<file path="src/rtl/spi_master.sv">
// -----------------------------------------------------------------------------
// spi_master
//
// Single-slave SPI master, mode 0 (CPOL=0, CPHA=0). Each request produces one
// frame of DATA_W bits framed by SPI_CSN. The frame has four timed phases of
// H = sclk_divider+1 clk cycles per half-period:
//   SETUP (1 half-period, SCLK low, first MOSI bit presented)
//   XFER  (2*DATA_W half-periods, DATA_W SCLK pulses)
//   HOLD  (1 half-period, SCLK low)
//   DONE  (1 clk cycle: CSN released, finish pulse(s), rx_rd_data loaded)
// The divider is captured when the frame starts, so changing it mid-frame has
// no effect on that frame.
//
// Ports:
//   clk, rst_n            system clock, asynchronous active-low reset
//   sclk_divider[7:0]     SCLK half-period minus one, in clk cycles
//   wr_en / rd_en         write / read request (both = full duplex)
//   tx_wr_data[DATA_W]    write payload, captured at request
//   wr_finish/rd_finish   one-cycle done pulses
//   rx_rd_data[DATA_W]    last frame received on a read transaction
//   SPI_SCLK/CSN/MOSI     SPI outputs, SPI_MISO SPI input
//
// Build option: define SPI_LSB_FIRST_EN to shift LSB first on both MOSI and
// MISO; timing is identical in either bit order.
// -----------------------------------------------------------------------------
module spi_master #(
    parameter int DATA_W = 8
) (
    input  logic              clk,
    input  logic              rst_n,
    input  logic [7:0]        sclk_divider,
    input  logic              wr_en,
    input  logic              rd_en,
    input  logic [DATA_W-1:0] tx_wr_data,
    output logic              wr_finish,
    output logic              rd_finish,
    output logic [DATA_W-1:0] rx_rd_data,
    output logic              SPI_SCLK,
    output logic              SPI_CSN,
    output logic              SPI_MOSI,
    input  logic              SPI_MISO
);

    localparam logic [2:0] ST_IDLE  = 3'd0;
    localparam logic [2:0] ST_SETUP = 3'd1;
    localparam logic [2:0] ST_XFER  = 3'd2;
    localparam logic [2:0] ST_HOLD  = 3'd3;
    localparam logic [2:0] ST_DONE  = 3'd4;

    localparam int HALF_W = $clog2(2 * DATA_W);
    // Even half-periods are SCLK high, odd ones SCLK low.
    localparam logic [HALF_W-1:0] LAST_HALF = HALF_W'(2 * DATA_W - 1);
    localparam logic [HALF_W-1:0] LAST_FALL = HALF_W'(2 * DATA_W - 2);

    logic [2:0]        state_q, state_d;
    logic [7:0]        cnt_q, cnt_d;
    logic [7:0]        div_q, div_d;
    logic [HALF_W-1:0] half_q, half_d;
    logic [DATA_W-1:0] tx_q, tx_d;
    logic [DATA_W-1:0] rx_sh_q, rx_sh_d;
    logic              wr_q, wr_d;
    logic              rd_q, rd_d;
    logic              sclk_q, sclk_d;
    logic              csn_q, csn_d;
    logic              mosi_q, mosi_d;
    logic              wr_finish_q, wr_finish_d;
    logic              rd_finish_q, rd_finish_d;
    logic [DATA_W-1:0] rx_data_q, rx_data_d;

    // Bit-order dependent helpers.
    logic              tx_first_bit;
    logic [DATA_W-1:0] tx_shifted;
    logic              tx_next_bit;
    logic [DATA_W-1:0] rx_inserted;

`ifdef SPI_LSB_FIRST_EN
    assign tx_first_bit = tx_wr_data[0];
    assign tx_shifted   = tx_q >> 1;
    assign tx_next_bit  = tx_q[1];
    assign rx_inserted  = {SPI_MISO, rx_sh_q[DATA_W-1:1]};
`else
    assign tx_first_bit = tx_wr_data[DATA_W-1];
    assign tx_shifted   = tx_q << 1;
    assign tx_next_bit  = tx_q[DATA_W-2];
    assign rx_inserted  = {rx_sh_q[DATA_W-2:0], SPI_MISO};
`endif

    logic phase_end;
    assign phase_end = (cnt_q == div_q);

    always_comb begin
        state_d     = state_q;
        cnt_d       = cnt_q;
        div_d       = div_q;
        half_d      = half_q;
        tx_d        = tx_q;
        rx_sh_d     = rx_sh_q;
        wr_d        = wr_q;
        rd_d        = rd_q;
        sclk_d      = sclk_q;
        csn_d       = csn_q;
        mosi_d      = mosi_q;
        wr_finish_d = 1'b0;
        rd_finish_d = 1'b0;
        rx_data_d   = rx_data_q;

        case (state_q)
            ST_IDLE: begin
                if (wr_en || rd_en) begin
                    state_d = ST_SETUP;
                    csn_d   = 1'b0;
                    div_d   = sclk_divider;
                    cnt_d   = 8'd0;
                    half_d  = '0;
                    wr_d    = wr_en;
                    rd_d    = rd_en;
                    rx_sh_d = '0;
                    // Read-only frames shift out zeros.
                    tx_d    = wr_en ? tx_wr_data : '0;
                    mosi_d  = wr_en ? tx_first_bit : 1'b0;
                end
            end
            ST_SETUP: begin
                if (phase_end) begin
                    state_d = ST_XFER;
                    cnt_d   = 8'd0;
                    half_d  = '0;
                    sclk_d  = 1'b1;
                    rx_sh_d = rx_inserted;  // sample with the rising edge
                end else begin
                    cnt_d = cnt_q + 8'd1;
                end
            end
            ST_XFER: begin
                if (phase_end) begin
                    cnt_d = 8'd0;
                    if (half_q == LAST_HALF) begin
                        state_d = ST_HOLD;
                    end else begin
                        half_d = half_q + HALF_W'(1);
                        if (half_q[0]) begin
                            sclk_d  = 1'b1;
                            rx_sh_d = rx_inserted;
                        end else begin
                            sclk_d = 1'b0;
                            // The last bit stays on MOSI through HOLD.
                            if (half_q != LAST_FALL) begin
                                tx_d   = tx_shifted;
                                mosi_d = tx_next_bit;
                            end
                        end
                    end
                end else begin
                    cnt_d = cnt_q + 8'd1;
                end
            end
            ST_HOLD: begin
                if (phase_end) begin
                    state_d     = ST_DONE;
                    cnt_d       = 8'd0;
                    csn_d       = 1'b1;
                    mosi_d      = 1'b0;
                    wr_finish_d = wr_q;
                    rd_finish_d = rd_q;
                    if (rd_q) begin
                        rx_data_d = rx_sh_q;
                    end
                end else begin
                    cnt_d = cnt_q + 8'd1;
                end
            end
            ST_DONE: begin
                state_d = ST_IDLE;
            end
            default: begin
                state_d = ST_IDLE;
                sclk_d  = 1'b0;
                csn_d   = 1'b1;
                mosi_d  = 1'b0;
            end
        endcase
    end

    always_ff @(posedge clk or negedge rst_n) begin
        if (!rst_n) begin
            state_q     <= ST_IDLE;
            cnt_q       <= 8'd0;
            div_q       <= 8'd0;
            half_q      <= '0;
            tx_q        <= '0;
            rx_sh_q     <= '0;
            wr_q        <= 1'b0;
            rd_q        <= 1'b0;
            sclk_q      <= 1'b0;
            csn_q       <= 1'b1;
            mosi_q      <= 1'b0;
            wr_finish_q <= 1'b0;
            rd_finish_q <= 1'b0;
            rx_data_q   <= '0;
        end else begin
            state_q     <= state_d;
            cnt_q       <= cnt_d;
            div_q       <= div_d;
            half_q      <= half_d;
            tx_q        <= tx_d;
            rx_sh_q     <= rx_sh_d;
            wr_q        <= wr_d;
            rd_q        <= rd_d;
            sclk_q      <= sclk_d;
            csn_q       <= csn_d;
            mosi_q      <= mosi_d;
            wr_finish_q <= wr_finish_d;
            rd_finish_q <= rd_finish_d;
            rx_data_q   <= rx_data_d;
        end
    end

    assign SPI_SCLK   = sclk_q;
    assign SPI_CSN    = csn_q;
    assign SPI_MOSI   = mosi_q;
    assign wr_finish  = wr_finish_q;
    assign rd_finish  = rd_finish_q;
    assign rx_rd_data = rx_data_q;

endmodule

</file>
<file path="config.mk">
export PLATFORM = sky130hd
export DESIGN_NAME = spi_master
export DESIGN_NICKNAME = d
export VERILOG_FILES = /design/src/rtl/spi_master.sv
export SDC_FILE = /design/constraint.sdc
export NUM_CORES = 1
export LEC_CHECK = 0
export ABC_AREA = 1
export BUFFER_PORTS_ARGS = -buffer_cell sky130_fd_sc_hd__buf_4
export CAP_MARGIN = 5
export CORE_ASPECT_RATIO = 0.9
export CORE_MARGIN = 2
export CORE_UTILIZATION = 50
export CTS_BUF_LIST = sky130_fd_sc_hd__clkbuf_8 sky130_fd_sc_hd__clkbuf_16
export CTS_CLUSTER_DIAMETER = 150
export DETAILED_ROUTE_END_ITERATION = 8
export GPL_ROUTABILITY_DRIVEN = 0
export GPL_TIMING_DRIVEN = 0
export PLACE_DENSITY = 0.79
export SYNTH_ARGS = -nofsm -noshare
export SYNTH_HDL_FRONTEND = slang
export SYNTH_SLANG_ARGS = --single-unit
</file>
<file path="constraint.sdc">
create_clock -name clk -period 2 [get_ports clk]
set_clock_uncertainty 0.15 [all_clocks]
set_input_delay 0.3 -clock clk [delete_from_list [all_inputs] [get_ports clk]]
set_output_delay 0.3 -clock clk [all_outputs]
set_load 0.005 [all_outputs]
</file>
# After elaboration in Yosys (flattened, before gate mapping)
# Index checks and enable logic that the tools add are counted.
[word_totals]
register_bits = 53
inputBits = 21
output_inout_bits = 13
word_cells = 99
[op_classes]
add_sub_neg = 2
n_eq_ne = 16
muxes = 45
n_bitwise = 3
n_reduce_logical = 19
[ops]
columns = ["cell", "n"]
rows = [
  ["2-to-1 mux 8 bit", 6],
  ["2-to-1 mux 7 bit", 6],
  ["one-hot mux 8 bit (3 select lines)", 1],
  ["!= test 2 bit, second input constant", 9],
  ["2-to-1 mux 1 bit", 16],
  ["2-to-1 mux 4 bit", 4],
  ["one-hot mux 8 bit (2 select lines)", 1],
  ["2-to-1 mux 3 bit", 5],
  ["one-hot mux 7 bit (2 select lines)", 1],
  ["one-hot mux 3 bit (4 select lines)", 1],
  ["one-hot mux 4 bit (3 select lines)", 1],
  ["AND reduction 6 bit", 2],
  ["AND reduction 5 bit", 2],
  ["OR reduction 3 bit", 3],
  ["adder 8 x 1 -> 8 bit, second input constant", 1],
  ["equality test 8 bit", 1],
  ["AND reduction 7 bit", 1],
  ["equality test 3 x 2 -> 1 bit, second input constant", 2],
  ["one-hot mux 1 bit (3 select lines)", 2],
  ["AND reduction 3 bit", 2],
  ["adder 4 x 1 -> 4 bit, second input constant", 1],
  ["equality test 4 bit, second input constant", 1],
  ["!= test 4 bit, second input constant", 1],
  ["one-hot mux 1 bit (4 select lines)", 1],
  ["10 further kinds", 14],
]

# Depth between registers and ports, before layout
[logic_depth]
ltp_word = 6
mapped_depth = 12

# Worst setup path after synthesis
# Ideal clock, no wire load.
[synth_path]
kind = "flip-flop to flip-flop"
startpoint = "register half_q[0]"
endpoint = "register tx_q[4]"
setup_ns = 0.123
arrival_time_ns = 1.366
required_time_ns = 1.727
setup_slack_ns = 0.361
path_stages_with_launch = 11
path_buffers = 1
cell_sequence = "dfrtp_1 -> ha_1 -> nand2_1 -> nor2_1 -> nand2_1 -> nand2_4 -> nor2_2 -> nand2_4 -> buf_8 -> nand2_2 -> o21ai_2"
[synth_between]
elab_chain_len = 3
[synth_lines]
columns = ["item", "line", "source"]
rows = [
  ["start, declared", "58", "logic [HALF_W-1:0] half_q, half_d;"],
  ["start signal, assigned", "204", "half_q <= half_d;"],
  ["!= test 4 bit / equality test 4 bit (equally long branches)", "147, 137", ""],
  ["!= test 2 bit (no source line)", "--", ""],
  ["AND reduction 6 bit (no source line) (*)", "--", ""],
  ["end signal, assigned", "205", "tx_q <= tx_d;"],
  ["end, declared", "59", "logic [DATA_W-1:0] tx_q, tx_d;"],
]
# Every way passes the cells marked *; elsewhere a longest branch is shown, timed or not.
# A chain may end at the register's enable or synchronous reset.

# Worst setup path in the final report
[layout_path]
startpoint = "register half_q[0]"
endpoint = "register tx_q[5]"
# The elaborated chain is that of the path after synthesis.

==> results.md <==
- Crit-path max cell delay: 480 ps
- Reg2Reg Capture Point: tx_q[5]$_DFFE_PN0P_
- Synthesized net count: 354
- HP Class: input port to flop
- DRT iter0 DRCs: 145
- CTS Buf Count: 5
- Fill count: 470
- Commonest non-fill, non-tap cells in the layout: 118 x nand2_1, 52 x dfrtp_1, 34 x buf_4
- GR Util met1: 28.4%
- Post-route insts no fill: 439
- Static Leak: 1.66 nW
- Worst-Margin Slew: 660 ps
- Cell family with most CP delay: simple AND/OR/NAND/NOR gates
- CTS tree: done
- Fin. Hold Viols: 0
- Hold Path Sink: div_q[6]$_DFFE_PN0P_
- First-pass DRT Iterations: 4
- Final hold slack: 24.1 ps
- FF-to-FF setup slack: 170 ps
- Final net count: 395
- Share of cells above drive strength 1: 25.8%
- CP Data Arrival Time: 1930 ps
- Synthesis-to-finish area growth: 15.9%
- RSZ-0062 raised after global routing: no
- I/O pin cnt: 34
- Initial antenna violation count: 0
- Inst Count DP: 430
- Vias in the first global route: 2135
- H-tree depth: 2
- Clk slew on worst S/H paths: 100 ps
- Setup violations, final: 0
- Total GRT Usage: 20.4%
- Post-synth ARST share: 100%
- Predominant post-synthesis flop cell: dfrtp_1
- R2R depth: 10
- Routed vias: 2194
- WP buf/inv: 1
- Clock Sinks: 53
- Clk buf depth: 2
- Die height: 74.5 um
- Worst setup path category: flop to flop
- Worst slack at placement: 125 ps
- Worst Path Max Fanout: 10
- Worst slew margin: 56.0%
- Pin count of the biggest net entering global routing: 54
- Syn avg cell area: 8.37 um^2
- Seq cells post-synth: 53
- WHS Path Cells: 3
- Top Usage Layer GRT: met2
- Slowest cell on crit path: dfrtp_1
- Routed vias/inst: 5.00
- DIE WIDTH: 82.4 um
- Global-route wire length before repair: 9550 um
- Finished Core Util: 60.6%
- Post-DP Area: 0.00309 mm^2
- Final Instance Area: 0.00320 mm^2
- Post-route ant nets: 0
- Die area: 0.00614 mm^2
- Row cnt: 25
- Final slew viol count: 0
- F_max: 547 MHz
- Tmin final: 1830 ps
- Port bufs: 33
- Reg2reg start: half_q[0]$_DFFE_PN0P_
- DR DRC count: 0
- Power Density: 1410 mW/mm^2
- WL final: 5400 um
- Total gr overflow: 0
- Post-synth EDFFs: 0
- Final WS setup: 173 ps
- Worst Hold Launch: sclk_divider[6]
- Overall Power: 4.51 mW
- Antenna diodes: 0
- Later-pin clock latency in the skew report: 320 ps
- Sequential fraction of the synthesis area: 48.1%
- Cell count after synthesis: 330
- Status: finished clean
- Crit share post-route: 91.4%
- Commonest non-fill, non-tap cell in the layout: nand2_1
- MaxCap Viol Count: 0
- TNS Setup: 0 ps
- HPWL Detailed: 3990 um
- Worst Setup End Kind: flop
- Met3 GRT Util: 3.52%
- Starting Density: 52.3%
- Core area: 0.00529 mm^2
- VDD IR max: 0.652 mV
- Met2 Usage GRT: 33.2%
- Unique cell type count in the Yosys netlist: 33
- Mapped Area: 0.00276 mm^2
- Ys Warns: 0
- CP Launch Type: flop
- Root buffer cell: clkbuf_8
- Critical Path RT: 2100 ps
- Worst path cell trace: ha_1, nand2_1, nor2_1, nand2_1, nand2_4, nor2_2, nand2_4, buf_8, nand2_2, o21ai_2
- Routed len/inst: 12.3 um
[worst max-delay path by stage]
stage | from | end | slack [ps] | cells past startpoint
3_5_place_dp | state_q[2]$_DFFE_PN0P_ | div_q[1]$_DFFE_PN0P_ | 130 | 7
2_1_floorplan | half_q[0]$_DFFE_PN0P_ | tx_q[4]$_DFFE_PN0P_ | 360 | 10
5_1_grt | cnt_q[7]$_DFFE_PN0P_ | rx_rd_data[4]$_DFFE_PN0P_ | 6 | 11
6_report | half_q[0]$_DFFE_PN0P_ | tx_q[5]$_DFFE_PN0P_ | 170 | 10
4_1_cts | state_q[2]$_DFFE_PN0P_ | div_q[7]$_DFFE_PN0P_ | 110 | 7
3_3_place_gp | state_q[2]$_DFFE_PN0P_ | rd_q$_DFFE_PN0P_ | 170 | 7
[metal layers]
layer,routed length [um],part of all wire (%)
met5,0,0
met4,56,1.0
met3,231,4.3
met2,2550,47
met1,2560,47
[timing repair]
action	in CTS	in global routing
endpoints found under the hold margin	52	0
gates resized for setup	0	1
setup endpoints to repair	0	10
buffers inserted	0	0
hold buffers	1	0
[flip-flops by register name, indices dropped and copies added, names as in the netlist]
name	cells
SPI_MOSI	1
SPI_CSN	1
rd_q	1
tx_q	7
half_q	4
wr_q	1
SPI_SCLK	1
wr_finish	1
rd_finish	1
state_q	3
rx_rd_data	8
cnt_q	8
rx_sh_q	8
div_q	8
[report_power, final]
| group | total, mW | switching [mW] | internal, mW | leakage [nW] |
|---|---|---|---|---|
| registers | 1.65 | 0.244 | 1.41 | 0.700 |
| logic | 2.21 | 1.39 | 0.817 | 0.910 |
| clock network | 0.657 | 0.394 | 0.263 | 0.0506 |
[kinds of logic (layout without fill, tap and decap cells)]
kind of cell / after synthesis / after routing / synth area share, %
simple gates: 171 / 171 / 28.8
buf+inv: 46 / 88 / 7.88
xor+xnor: 6 / 6 / 1.90
fa+ha+maj: 3 / 3 / 1.36
flops: 53 / 53 / 48.1
compound gates: 51 / 51 / 12.0
[worst reg2reg max path: stages, from the launching register on]
cell,delay (ps)
dfrtp_1,480
ha_1,200
nand2_1,70
nor2_1,200
nand2_1,140
nand2_4,120
nor2_2,50
nand2_4,80
buf_8,150
nand2_2,60
o21ai_2,50
[final cells by class]
class / instances / area (um^2) / area share (%)
timing repair buffer: 34 / 258 / 8.05
buffer: 7 / 68.8 / 2.15
sequential: 53 / 1330 / 41.5
multi-input combinational: 231 / 1220 / 38.0
inverter: 39 / 149 / 4.65
clock buffer: 5 / 68.8 / 2.15
tap: 67 / 83.8 / 2.62
clock inverter: 3 / 28.8 / 0.899
[cells in the mapped netlist, types with 4 or more instances]
| library cell | count | area, um^2 |
|---|---|---|
| a21oi_1 | 7 | 35.0 |
| a22oi_1 | 6 | 45.0 |
| dfrtp_1 | 52 | 1300 |
| inv_1 | 32 | 120 |
| inv_2 | 6 | 22.5 |
| nand2_1 | 118 | 443 |
| nand2_2 | 8 | 50.1 |
| nand3_1 | 12 | 60.1 |
| nand4_1 | 5 | 31.3 |
| nor2_1 | 12 | 45.0 |
| nor2_4 | 4 | 45.0 |
| o21ai_0 | 19 | 95.1 |
| o21ai_2 | 15 | 131 |
Power figures use the tool's default switching activity.
